`src/rtl/geofence_host.sv`:
```
// geofence_host: fetches 6-point objects from point memory, streams each
// object to the geofence engine as a 6-cycle burst and collects its result.
// Optional macro GEOFENCE_HOST_TIMEOUT_EN adds a WAITV watchdog and err_cnt.
//
// Ports:
//   clk, reset (async, active-low)
//   start, num_obj          run request, object count sampled on start
//   busy, done              run status, done is a one-cycle pulse
//   mem_rd, mem_addr        memory read strobe/address (obj*6 + k)
//   mem_data                {X,Y,R}, valid one cycle after mem_rd
//   gf_reset, gf_X/Y/R      engine reset and point bus
//   gf_valid, gf_is_inside  engine result strobe and result bit
//   res_valid, res_idx, res_inside, inside_cnt   per-object result
//   err_cnt                 timed-out objects (GEOFENCE_HOST_TIMEOUT_EN only)
module geofence_host #(
    parameter int ADDR_W  = 11,
    parameter int NOBJ_W  = 8,
    parameter int TIMEOUT = 255
) (
    input  logic              clk,
    input  logic              reset,
    input  logic              start,
    input  logic [NOBJ_W-1:0] num_obj,
    output logic              busy,
    output logic              done,
    output logic              mem_rd,
    output logic [ADDR_W-1:0] mem_addr,
    input  logic [30:0]       mem_data,
    output logic              gf_reset,
    output logic [9:0]        gf_X,
    output logic [9:0]        gf_Y,
    output logic [10:0]       gf_R,
    input  logic              gf_valid,
    input  logic              gf_is_inside,
    output logic              res_valid,
    output logic [NOBJ_W-1:0] res_idx,
    output logic              res_inside,
`ifdef GEOFENCE_HOST_TIMEOUT_EN
    output logic [NOBJ_W-1:0] err_cnt,
`endif
    output logic [NOBJ_W-1:0] inside_cnt
);

    localparam logic [2:0] S_IDLE  = 3'd0;
    localparam logic [2:0] S_FETCH = 3'd1;
    localparam logic [2:0] S_GFRST = 3'd2;
    localparam logic [2:0] S_SEND  = 3'd3;
    localparam logic [2:0] S_WAITV = 3'd4;

    // A zero watchdog period is meaningless; nothing is built for it.
    if (TIMEOUT < 1) begin : g_timeout_invalid
    end

    logic [2:0]        state;
    logic [NOBJ_W-1:0] nobj;
    logic [NOBJ_W-1:0] obj;
    logic [ADDR_W-1:0] base;
    logic [2:0]        rd_k;
    logic [2:0]        wr_k;
    logic              pend;
    logic              full;
    logic [2:0]        s_k;
    logic              g_cnt;
    logic [30:0]       pbuf [6];

    logic              full_next;
    logic              last;
    logic              fetch_go;
    logic [ADDR_W-1:0] fetch_base;
    logic              got_res;
    logic              tmo;
    logic              res_evt;

`ifdef GEOFENCE_HOST_TIMEOUT_EN
    localparam int TW = $clog2(TIMEOUT + 1);
    logic [TW-1:0] tcnt;
    assign tmo = (state == S_WAITV) && !gf_valid &&
                 (tcnt == TW'(TIMEOUT - 1));
`else
    assign tmo = 1'b0;
`endif

    // The last buffer entry lands at this edge.
    assign full_next = pend && (wr_k == 3'd5);
    assign last      = (obj == nobj - NOBJ_W'(1));
    assign got_res   = (state == S_WAITV) && gf_valid;
    assign res_evt   = got_res || tmo;

    // Next object's fetch overlaps WAITV: it is launched as SEND ends.
    always_comb begin
        fetch_go   = 1'b0;
        fetch_base = base + ADDR_W'(6);
        if (state == S_IDLE && start && num_obj != '0) begin
            fetch_go   = 1'b1;
            fetch_base = '0;
        end else if (state == S_SEND && s_k == 3'd5 && !last) begin
            fetch_go = 1'b1;
        end
    end

    always_ff @(posedge clk or negedge reset) begin
        if (!reset) begin
            mem_rd   <= 1'b0;
            mem_addr <= '0;
            rd_k     <= '0;
            wr_k     <= '0;
            pend     <= 1'b0;
            full     <= 1'b0;
        end else begin
            pend <= mem_rd;
            if (fetch_go) begin
                mem_rd   <= 1'b1;
                mem_addr <= fetch_base;
                rd_k     <= '0;
                wr_k     <= '0;
                full     <= 1'b0;
            end else begin
                if (mem_rd) begin
                    if (rd_k == 3'd5) begin
                        mem_rd <= 1'b0;
                    end else begin
                        mem_addr <= mem_addr + ADDR_W'(1);
                        rd_k     <= rd_k + 3'd1;
                    end
                end
                if (pend) begin
                    wr_k <= wr_k + 3'd1;
                    if (wr_k == 3'd5) full <= 1'b1;
                end
            end
        end
    end

    always_ff @(posedge clk) begin
        if (pend && wr_k < 3'd6) pbuf[wr_k] <= mem_data;
    end

    always_ff @(posedge clk or negedge reset) begin
        if (!reset) begin
            state      <= S_IDLE;
            busy       <= 1'b0;
            done       <= 1'b0;
            gf_reset   <= 1'b1;
            gf_X       <= '0;
            gf_Y       <= '0;
            gf_R       <= '0;
            res_valid  <= 1'b0;
            res_idx    <= '0;
            res_inside <= 1'b0;
            inside_cnt <= '0;
            nobj       <= '0;
            obj        <= '0;
            base       <= '0;
            s_k        <= '0;
            g_cnt      <= 1'b0;
`ifdef GEOFENCE_HOST_TIMEOUT_EN
            err_cnt    <= '0;
            tcnt       <= '0;
`endif
        end else begin
            done      <= 1'b0;
            res_valid <= 1'b0;
            case (state)
                S_IDLE: begin
                    if (start) begin
                        inside_cnt <= '0;
                        obj        <= '0;
                        base       <= '0;
                        nobj       <= num_obj;
`ifdef GEOFENCE_HOST_TIMEOUT_EN
                        err_cnt    <= '0;
`endif
                        if (num_obj == '0) begin
                            done <= 1'b1;
                        end else begin
                            busy  <= 1'b1;
                            state <= S_FETCH;
                        end
                    end
                end
                S_FETCH: begin
                    if (full_next) begin
                        state <= S_GFRST;
                        g_cnt <= 1'b0;
                    end
                end
                S_GFRST: begin
                    if (g_cnt) begin
                        state              <= S_SEND;
                        s_k                <= '0;
                        gf_reset           <= 1'b0;
                        {gf_X, gf_Y, gf_R} <= pbuf[0];
                    end else begin
                        g_cnt <= 1'b1;
                    end
                end
                S_SEND: begin
                    if (s_k == 3'd5) begin
                        {gf_X, gf_Y, gf_R} <= '0;
                        state              <= S_WAITV;
`ifdef GEOFENCE_HOST_TIMEOUT_EN
                        tcnt               <= '0;
`endif
                    end else begin
                        {gf_X, gf_Y, gf_R} <= pbuf[s_k + 3'd1];
                        s_k                <= s_k + 3'd1;
                    end
                end
                S_WAITV: begin
`ifdef GEOFENCE_HOST_TIMEOUT_EN
                    tcnt <= tcnt + TW'(1);
                    if (tmo) err_cnt <= err_cnt + NOBJ_W'(1);
`endif
                    if (res_evt) begin
                        res_valid  <= 1'b1;
                        res_idx    <= obj;
                        res_inside <= got_res && gf_is_inside;
                        if (got_res && gf_is_inside)
                            inside_cnt <= inside_cnt + NOBJ_W'(1);
                        if (last) begin
                            done     <= 1'b1;
                            busy     <= 1'b0;
                            gf_reset <= 1'b1;
                            state    <= S_IDLE;
                        end else begin
                            obj  <= obj + NOBJ_W'(1);
                            base <= base + ADDR_W'(6);
                            if (full && !tmo) begin
                                state              <= S_SEND;
                                s_k                <= '0;
                                {gf_X, gf_Y, gf_R} <= pbuf[0];
                            end else begin
                                // Engine must be re-reset before the
                                // next burst.
                                gf_reset <= 1'b1;
                                g_cnt    <= 1'b0;
                                state    <= (full || full_next) ?
                                            S_GFRST : S_FETCH;
                            end
                        end
                    end
                end
                default: state <= S_IDLE;
            endcase
        end
    end

endmodule

```
`config.mk`:
```
export PLATFORM = sky130hd
export DESIGN_NAME = geofence_host
export DESIGN_NICKNAME = d
export VERILOG_FILES = /design/src/rtl/geofence_host.sv
export SDC_FILE = /design/constraint.sdc
export NUM_CORES = 1
export LEC_CHECK = 0
export BUFFER_PORTS_ARGS = -buffer_cell sky130_fd_sc_hd__buf_2
export CELL_PAD_IN_SITES_DETAIL_PLACEMENT = 0
export CELL_PAD_IN_SITES_GLOBAL_PLACEMENT = 1
export CORE_UTILIZATION = 53
export DETAILED_ROUTE_END_ITERATION = 7
export PLACE_DENSITY_LB_ADDON = 0.15
export RECOVER_POWER = 50
export SYNTH_ARGS = -nofsm -noshare
export SYNTH_HDL_FRONTEND = slang
export SYNTH_SLANG_ARGS = --single-unit
export TNS_END_PERCENT = 10
```
`constraint.sdc`:
```
create_clock -name clk -period 8.03 [get_ports clk]
set_input_delay 0.803 -clock clk [delete_from_list [all_inputs] [get_ports clk]]
set_output_delay 0.803 -clock clk [all_outputs]
set_load 0.02 [all_outputs]
```
## Yosys cells after proc, flatten, opt, wreduce, memory -nomap -nowiden

Memories as Yosys holds them, arrays and structs flattened.
Cells that the tools add are included.

| storage, ports and cells | value |
|---|---|
| flip-flop bits (word level) | 106 |
| bits in writable memories | 186 |
| output and inout bits | 64 |
| logic and storage cells | 172 |
| memories kept | 1 |

| operators by class | value |
|---|---|
| add/sub/neg operators | 8 |
| order comparisons | 1 |
| equality and inequality tests | 22 |
| mux-type cells | 86 |
| reduce and logical (&&, ||, !) cells | 32 |

Memory list:

| memory | depth | bits a word | rd ports | clocked after memory_dff | wr ports | line | text |
|---|---|---|---|---|---|---|---|
| pbuf | 6 | 31 | 2 | 0 | 1 | 64 | `logic [30:0] pbuf [6];` |

Operators by type and width:

| kind | count |
|---|---|
| $mux W11 | 12 |
| $mux W10 | 10 |
| $pmux W10 S3 | 2 |
| $mux W3 | 16 |
| $mux W8 | 5 |
| $pmux W11 S3 | 1 |
| $pmux W8 S2 | 2 |
| $mux W1 | 28 |
| $ne A2 B2 Y1 const B | 11 |
| $pmux W11 S2 | 1 |
| $add A8 B1 Y8 const B | 2 |
| $pmux W3 S5 | 1 |
| $reduce_and A5 Y1 | 3 |
| $eq A3 B3 Y1 const B | 4 |
| $reduce_and A4 Y1 | 3 |
| $reduce_and A6 Y1 | 2 |
| $add A11 B1 Y11 const B | 1 |
| $add A11 B3 Y11 const B | 1 |
| $reduce_bool A2 Y1 | 5 |
| $add A3 B1 Y3 const B | 3 |
| $pmux W3 S3 | 1 |
| $eq A8 B8 Y1 | 1 |
| $logic_and A1 B1 Y1 | 8 |
| $logic_not A8 Y1 | 1 |
| 15 further kinds | 25 |

## Longest topological paths before layout

| depth | value |
|---|---|
| depth after elaboration | 8 |
| gate-level depth with buffers | 11 |
| depth with buffers taken out | 8 |

## Worst setup path after synthesis

OpenSTA, ideal clock, no wires.

| timing path | value |
|---|---|
| path kind | register -> register |
| start point | register pend |
| end point | memory pbuf[3][0], enable pin |
| setup time | 0.458 ns |
| data arrival time | 2.840 ns |
| required time | 7.572 ns |
| slack | 4.733 ns |
| cell stages (with the launch flop) | 4 |
| period minus slack after synthesis | 3.297 ns |
| cell sequence | dfrtp_1 clkbuf_1 nand2b_1 nor3_1 |

| between the ends | value |
|---|---|
| longest elaborated chain between the ends | 3 |

RTL lines:

| item | line | text |
|---|---|---|
| start: declaration | 60 | `logic pend;` |
| start signal: assignment | 110 | `pend <= mem_rd;` |
| $logic_and A1 B1 Y1 | 135 | `if (pend && wr_k < 3'd6) pbuf[wr_k] <= mem_data;` |
| $mux W1 | 135 |  |
| $mux W1 (not written as such) | 135 |  |
| end: declaration | 64 |  |

No other way between the ends.

## Worst setup path after layout

| timing path | value |
|---|---|
| start point | register nobj[0] |
| end point | register base[6] |

| between the ends | value |
|---|---|
| longest elaborated chain between the ends | 4 |

RTL lines:

| item | line | text |
|---|---|---|
| start: declaration | 55 | `logic [NOBJ_W-1:0] nobj;` |
| start signal: assignment | 169 | `nobj <= num_obj;` |
| $sub A8 B1 Y8 | 85 | `assign last = (obj == nobj - NOBJ_W'(1));` |
| $eq A8 B8 Y1 | 85 |  |
| $ne A2 B2 Y1 (no line) | n/a |  |
| $reduce_and A4 Y1 (no line) | n/a |  |
| end signal: assignment | 227 | `base <= base + ADDR_W'(6);` |
| end: declaration | 57 | `logic [ADDR_W-1:0] base;` |

No other way between the ends.
A chain may end at the register's enable or synchronous reset.

==> flow_summary.yaml <==
sta:
  setup_violations: 0
  maxSlewHeadroom_pct: -70.3
  max_freq_ghz: 0.318
  final_hold_viol_count: 0
  setup_tns_ns: 0
  tightest_slew_ns: 2.55
  hold_ws_ns: 0.453
  finalClockSkew_ns: 0.0405
  min_period_ns: 3.15
  finalCritPeriodShare_pct: 39.2
  rsz0062_at_grt: "no"
  slew_viol_final: 77
logic_synthesis:
  syn_nets: 978
  ys_seq_elements: 291
  synthesis.area_mm2: 0.0123
  ys_seq_area_share_pct: 66.8
  synth_edf_count: 186
  synth_cells: 923
  synth_flop_cell: "edfxtp_1"
  async_flop_share_pct: 36.1
  synth.distinct_cells: 60
  synth_area_per_cell_um2: 13.3
  yosys_warnings: 0
drt:
  drtIter0Drc: 412
  routed_wirelength_um: 25300
  vias_per_cell: 5.63
  remaining_drc_errors: 0
  wl_per_cell_um: 19.0
  vias: 7526
  drt_pre_antenna_iters: 5
  drt.antenna.violating_nets: 0
cts:
  clk-insertion-delay-late_ns: 0.58
  cts.sinks: 291
  postCtsSetupBuffers: 0
  cts_resized: 0
  cts-root-buf: "clkbuf_16"
  cts_buffer_depth: 3
  ctsHoldBuffers: 0
  cts_max_level: 1
  cts_tree: "done"
  path_clk_slew_ns: 0.06
  cts_made_buffers: 30
hold_path:
  hp-class: "reg -> reg"
setup_path:
  crit_arrival_ns: 3.62
  worstSetupPathType: "reg -> reg"
  crit_required_ns: 8.51
  start_kind: "flip-flop"
  end_kind: "flip-flop"
  crit_fanout: 16
cells_and_area:
  fill_cells: 1821
  finalNetCount: 1081
  stdcell_area_mm2: 0.0141
  syn_to_final_growth_pct: 14.6
  drive_above_1_share_pct: 17.1
pwr:
  p_total_uw: 5360
  leakagePower_uw: 0.00545
  power_density_mw_per_mm2: 381
  vdd_drop_max_v: 0.000230
place:
  place_hpwl_um: 14800
  portBuffers: 107
  place.gp.congestion: 0.813
  post_dp_cell_area_mm2: 0.0131
global_routing:
  grt_max_degree: 66
  grt_pass1_wl_um: 40200
  grt_pass1_vias: 7450
  grt_overflow: 0
  antenna_found_initial: 1
  grt_usage_pct: 21.9
outcome:
  outcome: "finished with violations"
  violations: "max-capacitance violations, max-slew violations"
job:
  maxCapViolCount: 2
floorplan:
  pin_count: 108
  num_rows: 55
  die_w_um: 154
  start_util_pct: 54.1
  coreArea_mm2: 0.0227
  die_area_mm2: 0.0238
  die_h_um: 154
==> placed cells by master (no fill, tap or decap), types with 4 or more instances in the layout <==
cell and count:
nor2_1 120, buf_2 75, nand2_1 85, a221o_1 4, xnor2_1 21, clkbuf_8 4
a21oi_1 105, ha_1 11, nor2b_1 5, nand2b_1 7, a31oi_1 5, or4_1 4
mux2i_1 42, o21ai_0 19, inv_1 12, buf_4 10, mux4_2 31, o31ai_1 5
xor2_1 15, nand3_1 16, clkbuf_16 30, and2_1 4, and3_1 9, nor3_1 5
edfxtp_1 186, dfrtp_1 103, clkinv_2 5, and4_1 6, clkbuf_1 43
==> sequential cells by signal (all words and copies together), names as in the netlist, 8 cells and up <==
| register | flops |
|---|---|
| inside_cnt | 8 |
| gf_Y | 10 |
| pbuf | 186 |
| mem_addr | 11 |
| gf_R | 11 |
| nobj | 8 |
| obj | 8 |
| gf_X | 10 |
| base | 10 |
| res_idx | 8 |
==> path summary, 6_finish.rpt <==
check	slack [ns]	startpoint	to	cells after the start
min in group asynchronous	1.03	reset	gf_Y[6]	1
worst min register to register	0.45	mem_rd	pend	0
worst max register to register	4.88	nobj[0]	base[6]	8
max in group asynchronous	5.07	reset	rd_k[0]	2
worst max-delay path	4.88	nobj[0]	base[6]	8
worst min-delay path	0.45	mem_rd	pend	0
==> worst max-delay path, cell delays in order, from the launching register on <==
cell      delay, ns
dfrtp_1        0.44
inv_1          0.09
ha_1           0.20
nor3b_1        0.25
xnor2_1        0.09
nor4_1         0.74
and4_1         0.63
nand2b_1       0.41
a221o_1        0.22
==> layout make-up <==
| class | count | area, µm² | area share [%] |
|---|---|---|---|
| sequential | 291 | 8220 | 58.3 |
| multi-input combinational | 573 | 3890 | 27.6 |
| clock buffer | 44 | 843 | 5.99 |
| timing repair buffer | 118 | 574 | 4.08 |
| tap | 285 | 357 | 2.53 |
| clock inverter | 12 | 156 | 1.11 |
| inverter | 12 | 45.0 | 0.320 |
| antenna | 1 | 2.50 | 0.0178 |
==> where the power goes <==
part | total (µW) | internal [µW] | leakage (µW) | switching [µW]
Combinational | 1730 | 690 | 0.00193 | 1040
Sequential | 2250 | 2020 | 0.00303 | 224
Clock | 1380 | 824 | 0.000488 | 560
==> logic make-up after synthesis <==
kind of cell / after synthesis / synth area share, %
compound gates: 163 / 7.67
xor+xnor: 37 / 2.64
fa+ha+maj: 11 / 1.12
buf+inv: 59 / 2.03
flops: 291 / 66.8
mux: 76 / 9.37
simple gates: 286 / 10.4
==> cells in the mapped netlist (5+ instances only) <==
| master | n | share of area (%) |
|---|---|---|
| ha_1 | 11 | 1.1 |
| buf_1 | 5 | 0.15 |
| inv_1 | 12 | 0.37 |
| xor2_1 | 15 | 1.1 |
| nor3_1 | 8 | 0.33 |
| nand2b_1 | 7 | 0.36 |
| clkbuf_1 | 27 | 0.82 |
| and4_1 | 6 | 0.43 |
| o31ai_1 | 5 | 0.31 |
| buf_2 | 12 | 0.49 |
| edfxtp_1 | 186 | 45 |
| nor2_1 | 122 | 3.7 |
| a31oi_1 | 5 | 0.25 |
| and3_1 | 9 | 0.46 |
| o21ai_0 | 19 | 0.77 |
| a21oi_1 | 105 | 4.3 |
| dfrtp_1 | 104 | 21 |
| mux2i_1 | 42 | 3.4 |
| xnor2_1 | 22 | 1.6 |
| nand2_1 | 87 | 2.7 |
| mux4_2 | 31 | 5.7 |
| nor2b_1 | 5 | 0.25 |
| nand3_1 | 16 | 0.65 |
==> per-stage QoR <==
step	std cells	worst slack [ns]	util (%)
2_1_floorplan	923	4.73	-
3_3_place_gp	1279	4.99	57.8
3_5_place_dp	1279	4.85	57.8
4_1_cts	1335	4.86	62.2
5_1_grt	1335	4.49	62.0
6_report	1336	4.88	62.0
==> layer usage <==
metal  part of all wire (%)  vias to the layer above  GRT usage, %
met4                    1.6                        0          5.19
li1                       -                     3585             -
met2                     51                      141          38.6
met3                    3.8                       31          3.47
met1                     44                     3769          28.5
met5                      0                        -             0
Power figures use the tool's default switching activity.
